### src/rtl/fp32_pkg.sv
`default_nettype none
// ---------------------------------------------------------------------------
// fp32_pkg : shared FP32 format constants and converter state encoding
// Revision : 1.0
// ---------------------------------------------------------------------------
package fp32_pkg;

   localparam int FP32_BIAS    = 127;
   localparam int FP32_EXP_W   = 8;
   localparam int FP32_MANT_W  = 23;
   localparam int I2F_EXP_BASE = 158;

   typedef enum logic [1:0] {
      IDLE = 2'd0,
      NORM = 2'd1,
      PACK = 2'd2,
      DONE = 2'd3
   } i2f_state_e;

endpackage
`default_nettype wire

### src/rtl/fp32_pack.sv
`default_nettype none
// ---------------------------------------------------------------------------
// fp32_pack : packs {sign, exp, normalised magnitude} into FP32, truncating
// Revision  : 1.0
// ---------------------------------------------------------------------------
module fp32_pack
   import fp32_pkg::*;
(
   input  logic                  i_sign,
   input  logic [FP32_EXP_W-1:0] i_exp,
   input  logic [30:0]           i_mag,
   output logic [31:0]           o_data,
   output logic                  o_inexact
);

   // The hidden leading one (mag[31]) is implied, so only bits below it are packed.
   assign o_data    = {i_sign, i_exp, i_mag[30:30-FP32_MANT_W+1]};
   assign o_inexact = |i_mag[30-FP32_MANT_W:0];

endmodule
`default_nettype wire

### src/rtl/int_to_float_converter.sv
`default_nettype none
// ---------------------------------------------------------------------------
// int_to_float_converter : iterative 32-bit integer to FP32, round-toward-zero
// Revision               : 1.0
// ---------------------------------------------------------------------------
module int_to_float_converter
   import fp32_pkg::*;
#(
   parameter int SIGNED_IN = 1,
   parameter int EXP_BASE  = I2F_EXP_BASE
)
(
   input  logic        clk,
   input  logic        rst,
   input  logic        in_valid,
   output logic        in_ready,
   input  logic [31:0] in_data,
   output logic        out_valid,
   input  logic        out_ready,
   output logic [31:0] out_data,
   output logic        out_inexact
);

   localparam logic [FP32_EXP_W-1:0] c_EXP_BASE = EXP_BASE[FP32_EXP_W-1:0];

   i2f_state_e              r_state;
   i2f_state_e              w_state_nxt;
   logic                    r_sign;
   logic [31:0]             r_mag;
   logic [FP32_EXP_W-1:0]   r_exp_cnt;
   logic [31:0]             r_out_data;
   logic                    r_out_inexact;

   logic                    w_sign;
   logic [31:0]             w_mag;
   logic                    w_mag_zero;
   logic [31:0]             w_pack_data;
   logic                    w_pack_inexact;

   assign w_sign     = (SIGNED_IN != 0) & in_data[31];
   assign w_mag      = w_sign ? (~in_data + 32'd1) : in_data;
   assign w_mag_zero = (w_mag == 32'd0);

   fp32_pack u_pack (
      .i_sign    (r_sign),
      .i_exp     (r_exp_cnt),
      .i_mag     (r_mag[30:0]),
      .o_data    (w_pack_data),
      .o_inexact (w_pack_inexact)
   );

   always_ff @(posedge clk) begin
      if (rst) begin
         r_state <= IDLE;
      end else begin
         r_state <= w_state_nxt;
      end
   end

   always_comb begin
      w_state_nxt = r_state;
      case (r_state)
         IDLE: if (in_valid) w_state_nxt = w_mag_zero ? DONE : NORM;
         NORM: if (r_mag[31]) w_state_nxt = PACK;
         PACK: w_state_nxt = DONE;
         DONE: if (out_ready) w_state_nxt = IDLE;
         default: w_state_nxt = IDLE;
      endcase
   end

   always_comb begin
      in_ready  = (r_state == IDLE);
      out_valid = (r_state == DONE);
   end

   // Datapath: capture on acceptance, shift until the leading one reaches bit 31.
   always_ff @(posedge clk) begin
      if (rst) begin
         r_sign        <= 1'b0;
         r_mag         <= 32'd0;
         r_exp_cnt     <= '0;
         r_out_data    <= 32'd0;
         r_out_inexact <= 1'b0;
      end else begin
         case (r_state)
            IDLE: begin
               if (in_valid) begin
                  r_sign    <= w_sign;
                  r_mag     <= w_mag;
                  r_exp_cnt <= c_EXP_BASE;
                  if (w_mag_zero) begin
                     r_out_data    <= 32'd0;
                     r_out_inexact <= 1'b0;
                  end
               end
            end
            NORM: begin
               if (!r_mag[31]) begin
                  r_mag     <= {r_mag[30:0], 1'b0};
                  r_exp_cnt <= r_exp_cnt - 1'b1;
               end
            end
            PACK: begin
               r_out_data    <= w_pack_data;
               r_out_inexact <= w_pack_inexact;
            end
            default: begin
            end
         endcase
      end
   end

   assign out_data    = r_out_data;
   assign out_inexact = r_out_inexact;

endmodule
`default_nettype wire

### config.mk
export PLATFORM = sky130hd
export DESIGN_NAME = int_to_float_converter
export DESIGN_NICKNAME = d
export VERILOG_FILES = /design/src/rtl/fp32_pkg.sv /design/src/rtl/fp32_pack.sv /design/src/rtl/int_to_float_converter.sv
export SDC_FILE = /design/constraint.sdc
export NUM_CORES = 1
export LEC_CHECK = 0
export CAP_MARGIN = 20
export CORE_ASPECT_RATIO = 1.2
export CORE_MARGIN = 4
export CORE_UTILIZATION = 55
export CTS_BUF_LIST = sky130_fd_sc_hd__clkbuf_16
export CTS_CLUSTER_DIAMETER = 40
export DETAILED_ROUTE_END_ITERATION = 10
export GPL_ROUTABILITY_DRIVEN = 0
export PLACE_DENSITY = 0.83
export SYNTH_ARGS = -nofsm -noshare
export SYNTH_HDL_FRONTEND = slang
export SYNTH_SLANG_ARGS = --single-unit
### constraint.sdc
create_clock -name clk -period 4.4 [get_ports clk]
set_input_delay 0.44 -clock clk [delete_from_list [all_inputs] [get_ports clk]]
set_output_delay 0.44 -clock clk [all_outputs]
set_load 0.02 [all_outputs]
### After elaboration in Yosys (flattened, before gate mapping)

Cells that the tools add are included.
W data, S select, Z words.

* flip-flop bits (word level): 76
* output and inout bits: 35
* logic and storage cells: 46

* add/subtract/negate cells: 2
* eq/ne operators: 8
* mux-type cells: 18
* bitwise operators: 1
* reductions and logical operators: 10

Operators with widths (count)
* $mux W32: 5
* $pmux W32 S2: 2
* $add A32 B1 Y32 const B: 1
* $logic_not A32 Y1: 1
* $not A32 Y32: 1
* $mux W8: 2
* $pmux W8 S2: 1
* $reduce_and A3 Y1: 3
* $mux W2: 4
* $pmux W2 S4: 1
* $reduce_or A8 Y1: 1
* $sub A8 B1 Y8 const B: 1
* $ne A2 B2 Y1 const B: 3
* $eq A2 B2 Y1 const B: 2
* $ne A2 B1 Y1 const B: 2
* $reduce_and A2 Y1: 2
* $reduce_bool A2 Y1: 2
* $eq A2 B1 Y1 const B: 1
* $logic_not A2 Y1: 1
* $mux W1: 2
* $pmux W1 S2: 1

### Longest topological paths before layout

Gate-level depths: netlist (run 1).

* depth after elaboration: 7
* depth in mapped cells: 14
* mapped depth without buffers: 11

### By module

A second synthesis (run 1) with hierarchy kept.

* cells, all modules: 571
* area total of the unflattened synthesis: 4529.3 um2

By module, submodules not included
* int_to_float_converter: times used 1, cells an instance 536, area an instance 4272.8 um2
* fp32_pack: times used 1, cells an instance 35, area an instance 256.5 um2

### Least setup slack after synthesis (run 1)

No wires, ideal clock.

* path type: input port to flip-flop
* start point: in in_data[0]
* end point: reg r_out_data[16], in the netlist out_data[16]
* setup time: 0.117 ns
* data arrival time: 3.444 ns
* required time: 4.283 ns
* setup slack: 0.839 ns
* stages on the path: 14
* path through: inv_1 ha_1 or4b_4 buf_6 or4b_4 o31ai_4 xnor2_1 nor4_1 and4_1 a21bo_2 and3b_1 buf_6 buf_6 a22o_2

* longest elaborated chain between the ends: 6

RTL lines
* start: declaration: line int_to_float_converter.sv:17 `input logic [31:0] in_data,`
* $not A32 Y32: line int_to_float_converter.sv:41 `assign w_mag = w_sign ? (~in_data + 32'd1) : in_data;`
* $add A32 B1 Y32: line int_to_float_converter.sv:41
* $mux W32 *: line int_to_float_converter.sv:41
* $logic_not A32 Y1 *: line int_to_float_converter.sv:42 `assign w_mag_zero = (w_mag == 32'd0);`
* $ne A2 B1 Y1 (no line) *
* $reduce_and A3 Y1 (no line) *
* end signal: assignment: line int_to_float_converter.sv:104 `r_out_data <= w_pack_data;`
* end: declaration: line int_to_float_converter.sv:31 `logic [31:0] r_out_data;`

Every way passes the cells marked *; elsewhere a longest branch is shown, timed or not.
A chain may end at the register's enable or synchronous reset.

### Final worst setup path (run 1)

* start point: in in_data[6]
* end point: reg r_out_data[22], in the netlist out_data[22]

Same word-level chain as after synthesis.

==> results of run 1 <==
==> worst max path at each step <==
stage               start            to  slack (ns)  depth (start not counted)
6_report       in_data[6]  out_data[22]        0.43                         13
2_1_floorplan  in_data[0]  out_data[16]        0.84                         14
3_5_place_dp   in_data[6]  out_data[22]        0.11                         13
3_3_place_gp   in_data[6]  out_data[23]        0.22                         13
4_1_cts        in_data[6]  out_data[22]        0.45                         13
5_1_grt        in_data[6]  out_data[29]        0.22                         13
==> worst max-delay path: cells and delay by family <==
kind | cells | cell delay (ns)
AND/OR/NAND/NOR | 4 | 1.18
buffers and inverters | 4 | 1.09
XOR/XNOR | 1 | 0.25
AO/OA/AOI/OAI | 4 | 1.27
==> final cells by class <==
class,instances,area share
Inverter,23,0.0147
Timing Repair Buffer,117,0.182
Clock inverter,7,0.0141
Clock buffer,9,0.0384
Tap cell,114,0.0243
Sequential cell,76,0.260
Multi-Input combinational cell,413,0.467
==> cells in the mapped netlist (2+ instances only) <==
master and instances:
a2111oi_0 2, a211o_1 2, a211oi_1 9, a21boi_0 2, a21o_1 2, a21oi_1 28
a221oi_1 5, a222oi_1 6, a22o_1 22, a22o_2 10, a22oi_1 4, a31oi_1 4
a41o_1 2, buf_1 2, buf_2 4, buf_6 11, buf_8 2, clkbuf_1 28
dfxtp_1 76, ha_1 6, inv_1 23, mux2i_1 2, nand2_1 41, nand2b_1 2
nand3_1 8, nand3b_1 5, nand4_1 8, nand4b_1 3, nor2_1 52, nor2b_1 4
nor3_1 18, nor3b_1 4, nor4_1 21, o211ai_1 17, o21ai_0 30, o22ai_1 2
o31ai_1 4, o41ai_1 3, or2_2 4, or3_1 12, or4_1 9, or4b_4 2
xnor2_1 21, xor2_1 11
==> where the power goes <==
part           total (mW)  internal [mW]  switching, mW
registers            1.06          0.875          0.186
clock network       0.764          0.489          0.275
logic                1.19          0.478          0.716
total                3.02           1.84           1.18
==> cell families after synthesis <==
group           Yosys count  share of synthesized area
simple gates            203                      0.236
compound gates          169                      0.270
flops                    76                      0.328
buf+inv                  71                     0.0821
xor+xnor                 32                     0.0605
fa+ha+maj                 6                     0.0162
mux                       3                    0.00675
==> metal layers <==
layer	part of all wire	up-vias	GRT usage
met4	0.024	0	0.109
met1	0.41	2223	0.322
met3	0.075	34	0.0341
li1	-	2267	-
met2	0.49	269	0.460
met5	0	-	0
==> per-stage QoR <==
step,instances,utilization,area [um2]
4_1_cts,759,0.719,5860
2_1_floorplan,560,-,4630
5_1_grt,759,0.719,5860
3_5_place_dp,743,0.681,5550
3_3_place_gp,743,0.681,5550
6_report,759,0.719,5860
==> registers in the layout, indices dropped and copies added, names as in the netlist <==
name,cells
out_data,32
out_inexact,1
r_exp_cnt,8
r_mag,32
r_sign,1
r_state,2
==> flow_summary_export.csv, run 1 <==
group,metric,value,unit
status,outcome,"finished, final reports clean",
cts,clock_path_buffers,2,
worst_hold_path,hold_path_class,"reg2reg",
worst_setup_path,slowest_delay,0.59,ns
floorplan,pin_count,71,
cts,cts_tree,"yes",
cts,htreeDepth,3,
worst_setup_path,end_kind,"register",
global_routing,grt_max_degree,47,
worst_setup_path,crit_arrival,4.25,ns
global_routing,grt_usage,0.261,
detailed_routing,ant_nets,0,
synthesis,yosys_warnings,0,
synthesis,avgSynthCellArea,8.27,um2
worst_hold_path,holdPathEnd,"r_sign",
finish,n_fill_cell,642,
timing,maxSlewViolCount,0,
timing,period_share,0.903,
finish,final_common_cell,"dfxtp_1",
job,maxCapViolations,0,
synthesis,yosysSeqAreaShare,0.328,
finish,diodes,0,
synthesis,synth-edff-count,0,
timing,rsz0062_at_grt,"no",
worst_setup_path,crit_chain,"clkdlybuf4s50_1 > buf_4 > nor4_1 > nand3_1 > buf_4 > o31ai_1 > xnor2_1 > nor4_1 > and4_1 > a21bo_2 > a21oi_2 > buf_12 > a22o_2",
placement,dp_hpwl,9.73,mm
timing,finalSetupTns,0,ns
detailed_routing,vias,4793,
timing,whs,0.474,ns
worst_setup_path,r2r.worst_path.cells,11,
detailed_routing,routed_wl,13.1,mm
synthesis,ys_ff_latch,76,
worst_setup_path,cp-start-kind,"primary input",
timing,slew_headroom,0.388,
cts,cts_buffers,9,
worst_setup_path,rrSetupSlack,1.16,ns
floorplan,fp.dieH,109,um
synthesis,synth_largest_area_cell,"dfxtp_1",
worst_hold_path,hold_depth,2,
cts,postCtsSetupRepairBufs,0,
synthesis,yosysUniqueCellTypes,71,
timing,fin_worst_skew,0.00488,ns
synthesis,syn-cell-area,4630,um2
floorplan,core_area,8150,um2
timing,maxClockFrequency,252,MHz
finish,regArea,1520,um2
worst_setup_path,timing.rr.start,"r_state[0]",
power_and_ir_drop,p_total,3.02,mW
placement,io_buffer_count,70,
finish,layout.nets,682,
timing,fin_ws,0.427,ns
cts,cts.sinks,76,
worst_setup_path,crit_slowest_cell,"a21oi_2",
finish,multi_input_area,2740,um2
global_routing,grt_first_pass_wirelength,21.4,mm
timing,worst_pin_slew,0.915,ns
synthesis,synth_nets,602,
detailed_routing,drc,0,
placement,dp_slack,0.105,ns
worst_setup_path,crit_type,"in2reg",
detailed_routing,drt-wirelength-per-cell,17.2,um
finish,syn_to_final_growth,26.5,%
global_routing,grt_antenna_before_repair,0,
worst_setup_path,timing.rr.end,"out_data[22]",
synthesis,ys.flop_type,"dfxtp_1",
finish,drive_gt1_frac,0.143,
cts,ctsResizeCount,0,
power_and_ir_drop,p_leak,2.15,nW
detailed_routing,drt_iter0_markers,654,
cts,holdBufCountCts,0,
power_and_ir_drop,power-per-cell-area,515,nW/um2
synthesis,ys_top_cells_by_area,"dfxtp_1, nor2_1, a22o_1, xnor2_1, nand2_1",
worst_hold_path,min_from,"r_sign",
timing,hold_viol,0,
floorplan,start_util,0.568,
finish,layout_common_cells,"dfxtp_1, clkdlybuf4s50_1, nor2_1",
floorplan,rows,36,
cts,clk_latency,0.33,ns
floorplan,fp.dieArea,9960,um2
global_routing,grt_remaining_overflow,0,
timing,min_period,3.97,ns
worst_setup_path,crit_path_max_fanout,20,
cts,clkTransAtPathRegs,0.06,ns
floorplan,die_w,91.8,um
synthesis,netlist_instances,560,
detailed_routing,viasPerCell,6.31,
synthesis,synth-async-reset-ratio,0,
power_and_ir_drop,vdd_ir_drop_max,0.211,mV
timing,setup_viol,0,
worst_setup_path,crit_required,4.68,ns
cts,cts_root_buffer,"clkbuf_16",
detailed_routing,drt-pass1-iter-count,5,
global_routing,grt_pass1_vias,4448,
synthesis,synth_top_area_share,0.328,
Power figures use the tool's default switching activity.
==> run 2: changes to the inputs <==
Settings changed: CTS_CLUSTER_SIZE from default to 40, MAX_ROUTING_LAYER from default to met4.
==> run 2 against run 1 <==
Worst hold slack better by 0.00057 ns; sequential share of layout area unchanged; wire length down 0.31%; flip-flop and latch count unchanged; fmax down 0.15%; die area unchanged; via count down 0.31%; critical endpoint unchanged.
==> flow_summary_export.csv, run 2 (synthesized netlist as in run 1, its figures left out) <==
group,metric,value,unit
worst_setup_path,cp-start-kind,"primary input",
finish,stdcell_area,5860,um2
power_and_ir_drop,p_total,3.01,mW
detailed_routing,vias,4778,
finish,regArea,1520,um2
timing,fin_ws,0.421,ns
finish,layout_common_cells,"dfxtp_1, clkdlybuf4s50_1, nor2_1",
placement,dp_slack,0.105,ns
timing,finalSetupTns,0,ns
global_routing,grt_first_pass_wirelength,21.4,mm
detailed_routing,drt_iter0_markers,715,
detailed_routing,drt-pass1-iter-count,5,
floorplan,fp.dieH,109,um
finish,fin_util,0.719,
worst_hold_path,min_from,"r_sign",
timing,worst_pin_slew,0.931,ns
worst_setup_path,slowest_delay,0.59,ns
global_routing,grt_antenna_before_repair,0,
floorplan,start_util,0.568,
worst_setup_path,worstSetupStartpoint,"in_data[6]",
timing,hold_viol,0,
detailed_routing,drt-wirelength-per-cell,17.2,um
cts,cts_tree,"yes",
status,outcome,"finished, final reports clean",
worst_setup_path,crit_chain,"clkdlybuf4s50_1 > buf_4 > nor4_1 > nand3_1 > buf_4 > o31ai_1 > xnor2_1 > nor4_1 > and4_1 > a21bo_2 > a21oi_2 > buf_12 > a22o_2",
cts,ctsResizeCount,0,
placement,placed_cells,743,
global_routing,grt_max_degree,47,
timing,rsz0062_at_grt,"no",
placement,io_buffer_count,70,
worst_setup_path,crit_type,"in2reg",
timing,setup_viol,0,
floorplan,core_area,8150,um2
power_and_ir_drop,p_leak,2.15,nW
cts,clkTransAtPathRegs,0.06,ns
cts,clk_latency,0.33,ns
placement,dp_hpwl,9.73,mm
global_routing,grt_remaining_overflow,0,
worst_setup_path,crit_required,4.68,ns
power_and_ir_drop,power-per-cell-area,514,nW/um2
finish,multi_input_area,2740,um2
worst_setup_path,r2r.worst_path.cells,11,
global_routing,grt_pass1_vias,4445,
cts,htreeDepth,3,
cts,holdBufCountCts,0,
global_routing,grt_usage,0.269,
finish,diodes,0,
detailed_routing,drc,0,
worst_setup_path,crit_arrival,4.26,ns
timing,whs,0.474,ns
cts,clock_path_buffers,2,
timing,fin_worst_skew,0.00481,ns
timing,maxSlewViolCount,0,
floorplan,die_w,91.8,um
worst_setup_path,timing.rr.end,"out_data[22]",
floorplan,fp.dieArea,9960,um2
worst_setup_path,crit_slowest_cell,"a21oi_2",
detailed_routing,routed_wl,13.0,mm
floorplan,pin_count,71,
job,maxCapViolations,0,
worst_setup_path,rrSetupSlack,1.15,ns
worst_setup_path,timing.rr.start,"r_state[0]",
floorplan,rows,36,
timing,maxClockFrequency,251,MHz
timing,slew_headroom,0.377,
finish,syn_to_final_growth,26.5,%
worst_setup_path,crit_path_max_fanout,20,
detailed_routing,viasPerCell,6.30,
finish,n_fill_cell,642,
finish,final_common_cell,"dfxtp_1",
timing,period_share,0.904,
placement,place_area,5550,um2
timing,min_period,3.98,ns
worst_setup_path,cp-endpoint,"out_data[22]",
finish,stdcell_count,759,
detailed_routing,ant_nets,0,
cts,cts_root_buffer,"clkbuf_16",
power_and_ir_drop,vdd_ir_drop_max,0.210,mV
cts,cts_buffers,9,
cts,cts.sinks,76,
finish,drive_gt1_frac,0.143,
cts,postCtsSetupRepairBufs,0,
worst_hold_path,hold_path_class,"reg2reg",
finish,layout.nets,682,
worst_setup_path,end_kind,"register",
==> run 2: cell counts in the layout (fill, tap and decap cells not counted) <==
Identical to the previous run, type by type.
==> run 2: final cells by class <==
class | count | share of cell area
tap | 114 | 0.0243
multi-input combinational | 413 | 0.467
inverter | 23 | 0.0147
sequential | 76 | 0.260
timing repair buffer | 117 | 0.182
clock inverter | 7 | 0.0141
clock buffer | 9 | 0.0384
==> run 2: worst min path at each step <==
stage                   endpoint  slack (ns)  cells past startpoint
floorplan                 r_sign        0.44                      2
global placement          r_sign        0.46                      2
detailed placement  out_data[29]        0.47                      1
CTS                 out_data[29]        0.48                      1
global route              r_sign        0.49                      2
finish                    r_sign        0.47                      2
==> run 2: report_power, final <==
part	switching (mW)	total (mW)	internal (mW)
logic	0.713	1.19	0.478
clock network	0.273	0.762	0.489
registers	0.185	1.06	0.875
total	1.17	3.01	1.84
==> run 2: per-layer routing <==
| metal | part of all wire | GRT usage | vias up |
|---|---|---|---|
| met5 | 0 | - | - |
| met4 | 0.023 | 0.110 | 0 |
| met3 | 0.073 | 0.0334 | 33 |
| met2 | 0.49 | 0.459 | 252 |
| met1 | 0.41 | 0.324 | 2230 |
| li1 | - | - | 2263 |
==> run 2: critical path: cells and delay by family <==
kind / cells / cell delay [ns]
and+or+nand+nor: 4 / 1.18
xor gates and xnor gates: 1 / 0.25
AOI/OAI and AO/OA: 4 / 1.28
buffers and inverters: 4 / 1.09
==> edit, RTL diff (config.mk and constraints of run 1) <==
Encoding of `i2f_state_e`: now one-hot (4 bits for 4 states).
--- a/src/rtl/fp32_pkg.sv
+++ b/src/rtl/fp32_pkg.sv
@@ -10,11 +10,11 @@
    localparam int FP32_MANT_W  = 23;
    localparam int I2F_EXP_BASE = 158;
 
-   typedef enum logic [1:0] {
-      IDLE = 2'd0,
-      NORM = 2'd1,
-      PACK = 2'd2,
-      DONE = 2'd3
+   typedef enum logic [3:0] {
+      IDLE = 4'b0001,
+      NORM = 4'b0010,
+      PACK = 4'b0100,
+      DONE = 4'b1000
    } i2f_state_e;
 
 endpackage
Formal check against the unedited RTL: no difference found for any inputs over 10 cycles, from zero or initial values and one cycle with rst high; not proved beyond that.
==> edit against run 1 <==
Critical path depth is 1 lower. Die area is 7.4% lower. Highest routed layer unchanged. Setup slack better by 190 ps. Core utilization is 0.20 points lower. Wire length is 15% lower. Synthesized area is 8.1% lower. Sequential cell count is 2 higher. Design area is 9.5% lower. Count of clock-buffer cells in the layout stayed put. Global-route usage is 1.5 points lower. Register-to-register slack better by 400 ps.
Power is not compared: it rests on default switching activity, and its combinational part moved more than twofold at a synthesized area within 25%.
==> edit: results (changes against run 1) <==
The uppermost signal routing layer after detailed routing is met4 (unchanged). The largest fanout on the critical path came out at 33 (was 20). The fraction of layout cells with a size suffix above 1 came out at 0.0921 (was 0.143).

The post-layout net count is 587 (was 682). The sum of met2 wire segment lengths after detailed routing is 5.46 mm (was 6.37 mm). The worst-case reg-to-reg path depth came out at 8 (was 11). Cell types with the highest counts after synthesis: sky130_fd_sc_hd__dfxtp_1, sky130_fd_sc_hd__nand2_1, sky130_fd_sc_hd__clkbuf_1, sky130_fd_sc_hd__nor2_1 (was sky130_fd_sc_hd__dfxtp_1, sky130_fd_sc_hd__nor2_1, sky130_fd_sc_hd__nand2_1). The global-route wire length before repair came out at 18.2 mm (was 21.4 mm). The detailed route wirelength on metal3 came out at 804 um (was 975 um). The measured slew at the worst slew-check pin came to 803 ps (was 915 ps). The clock skew after layout was 5.53 ps (was 4.88 ps). The via count of the first global-routing pass is 3800 (was 4448). The number of distinct standard cells referenced by the synthesized netlist is 62 (was 71).

The destination of the worst register-to-register timing path is r_exp_cnt[5] (was out_data[22]). The wire length on met1 was 4.48 mm (was 5.42 mm). Run status: complete, no violations (unchanged). The number of buffer cells added on primary ports is 70 (unchanged). The total via count in the routed design is 4145 (was 4793).

The startpoint of the lowest-slack register-to-register path is r_state[1] (was r_state[0]). The sequential area share after synthesis was 0.367 (was 0.328). The endpoint arrival time on the critical path is 4000 ps (was 4250 ps). The total iterations of the first detailed-routing run came out at 7 (was 5).

The slack of the worst reg-to-reg path is 1560 ps (was 1160 ps). The all-layer global routing usage came out at 0.246 (was 0.261). The classification of the worst-slack hold path was reg2reg (unchanged). The number of gates resized after cts is 0 (unchanged). The number of antenna violations at the first check in global routing is 0 (unchanged).

The post-synth net total is 534 (was 602). The detailed router's first-iteration violation count is 258 (was 654). The total CTS buffers came out at 9 (unchanged). Synth area leaders: sky130_fd_sc_hd__dfxtp_1, sky130_fd_sc_hd__a22o_1, sky130_fd_sc_hd__xnor2_1 (was sky130_fd_sc_hd__dfxtp_1, sky130_fd_sc_hd__nor2_1, sky130_fd_sc_hd__a22o_1). The total half-perimeter wirelength after legalization and detailed placement came out at 7.99 mm (was 9.73 mm). The average wire per cell in the routed design came to 17.2 um (about the same). The pin count of the biggest net entering global routing is 48 (was 47).
[edit: changes by cell type in the layout (fill, tap and decap cells not counted), sizes merged, moves of 15 or more]
cell,change
a22oi,+19
buf,-32
inv,-16
nor2,-17
o211ai,-16
o21ai,-15
[edit: layout make-up]
type                       instances  area [um2]
multi-input combinational        369        2480
clock buffer                       9         225
sequential                        78        1560
inverter                           6        22.5
timing repair buffer              85         821
tap                               90         113
fill                             587        2100
clock inverter                     7        82.6
[edit: worst max path at each step]
stage,start,to,depth (start not counted)
floorplan,in_data[0],out_data[31],11
CTS,in_data[0],out_data[1],12
detailed placement,in_data[0],out_inexact,12
global route,in_data[0],out_data[5],12
finish,in_data[0],out_data[1],12
global placement,in_data[0],out_data[4],12
[edit: metrics by stage]
stage / instances / util / hold WS [ps] / setup slack (ps) / area (um2)
final: 644 / 0.717 / 470 / 617 / 5310
after global routing: 644 / 0.717 / 491 / 432 / 5310
after CTS: 644 / 0.717 / 475 / 622 / 5310
after detailed placement: 628 / 0.675 / 466 / 273 / 5000
after global placement: 627 / 0.673 / 456 / 410 / 4980
after floorplan: 496 / - / 436 / 1080 / 4260
[edit: critical path: stages]
cell	delay (ps)
sky130_fd_sc_hd__clkdlybuf4s50_1	510
sky130_fd_sc_hd__inv_1	100
sky130_fd_sc_hd__ha_1	200
sky130_fd_sc_hd__or3b_1	450
sky130_fd_sc_hd__o31ai_2	220
sky130_fd_sc_hd__xnor2_1	100
sky130_fd_sc_hd__or4_1	410
sky130_fd_sc_hd__or4_1	540
sky130_fd_sc_hd__nor4_4	340
sky130_fd_sc_hd__a311oi_4	140
sky130_fd_sc_hd__buf_4	270
sky130_fd_sc_hd__a22o_1	270
[edit: power groups by stage]
stage | Sequential (mW) | Clock, mW | Combinational, mW
final | 0.813 | 0.759 | 0.367
after CTS | 0.811 | 0.767 | 0.365
after floorplan | 0.810 | 0 | 0.258
after global placement | 0.822 | 0 | 0.352
after global routing | 0.819 | 0.799 | 0.405
after detailed placement | 0.824 | 0 | 0.360
[edit: per-layer routing]
| layer | vias up | GRT usage |
|---|---|---|
| met1 | 1941 | 0.307 |
| met4 | 0 | 0.118 |
| li1 | 1966 | - |
| met2 | 204 | 0.399 |
| met3 | 34 | 0.0468 |
| met5 | - | 0 |
[edit: logic make-up after synthesis]
kind of cell	after synthesis	synth area share
xor+xnor	38	0.0781
fa+ha+maj	2	0.00587
simple gates	178	0.232
mux	3	0.00705
compound gates	148	0.257
buf+inv	49	0.0526
flops	78	0.367
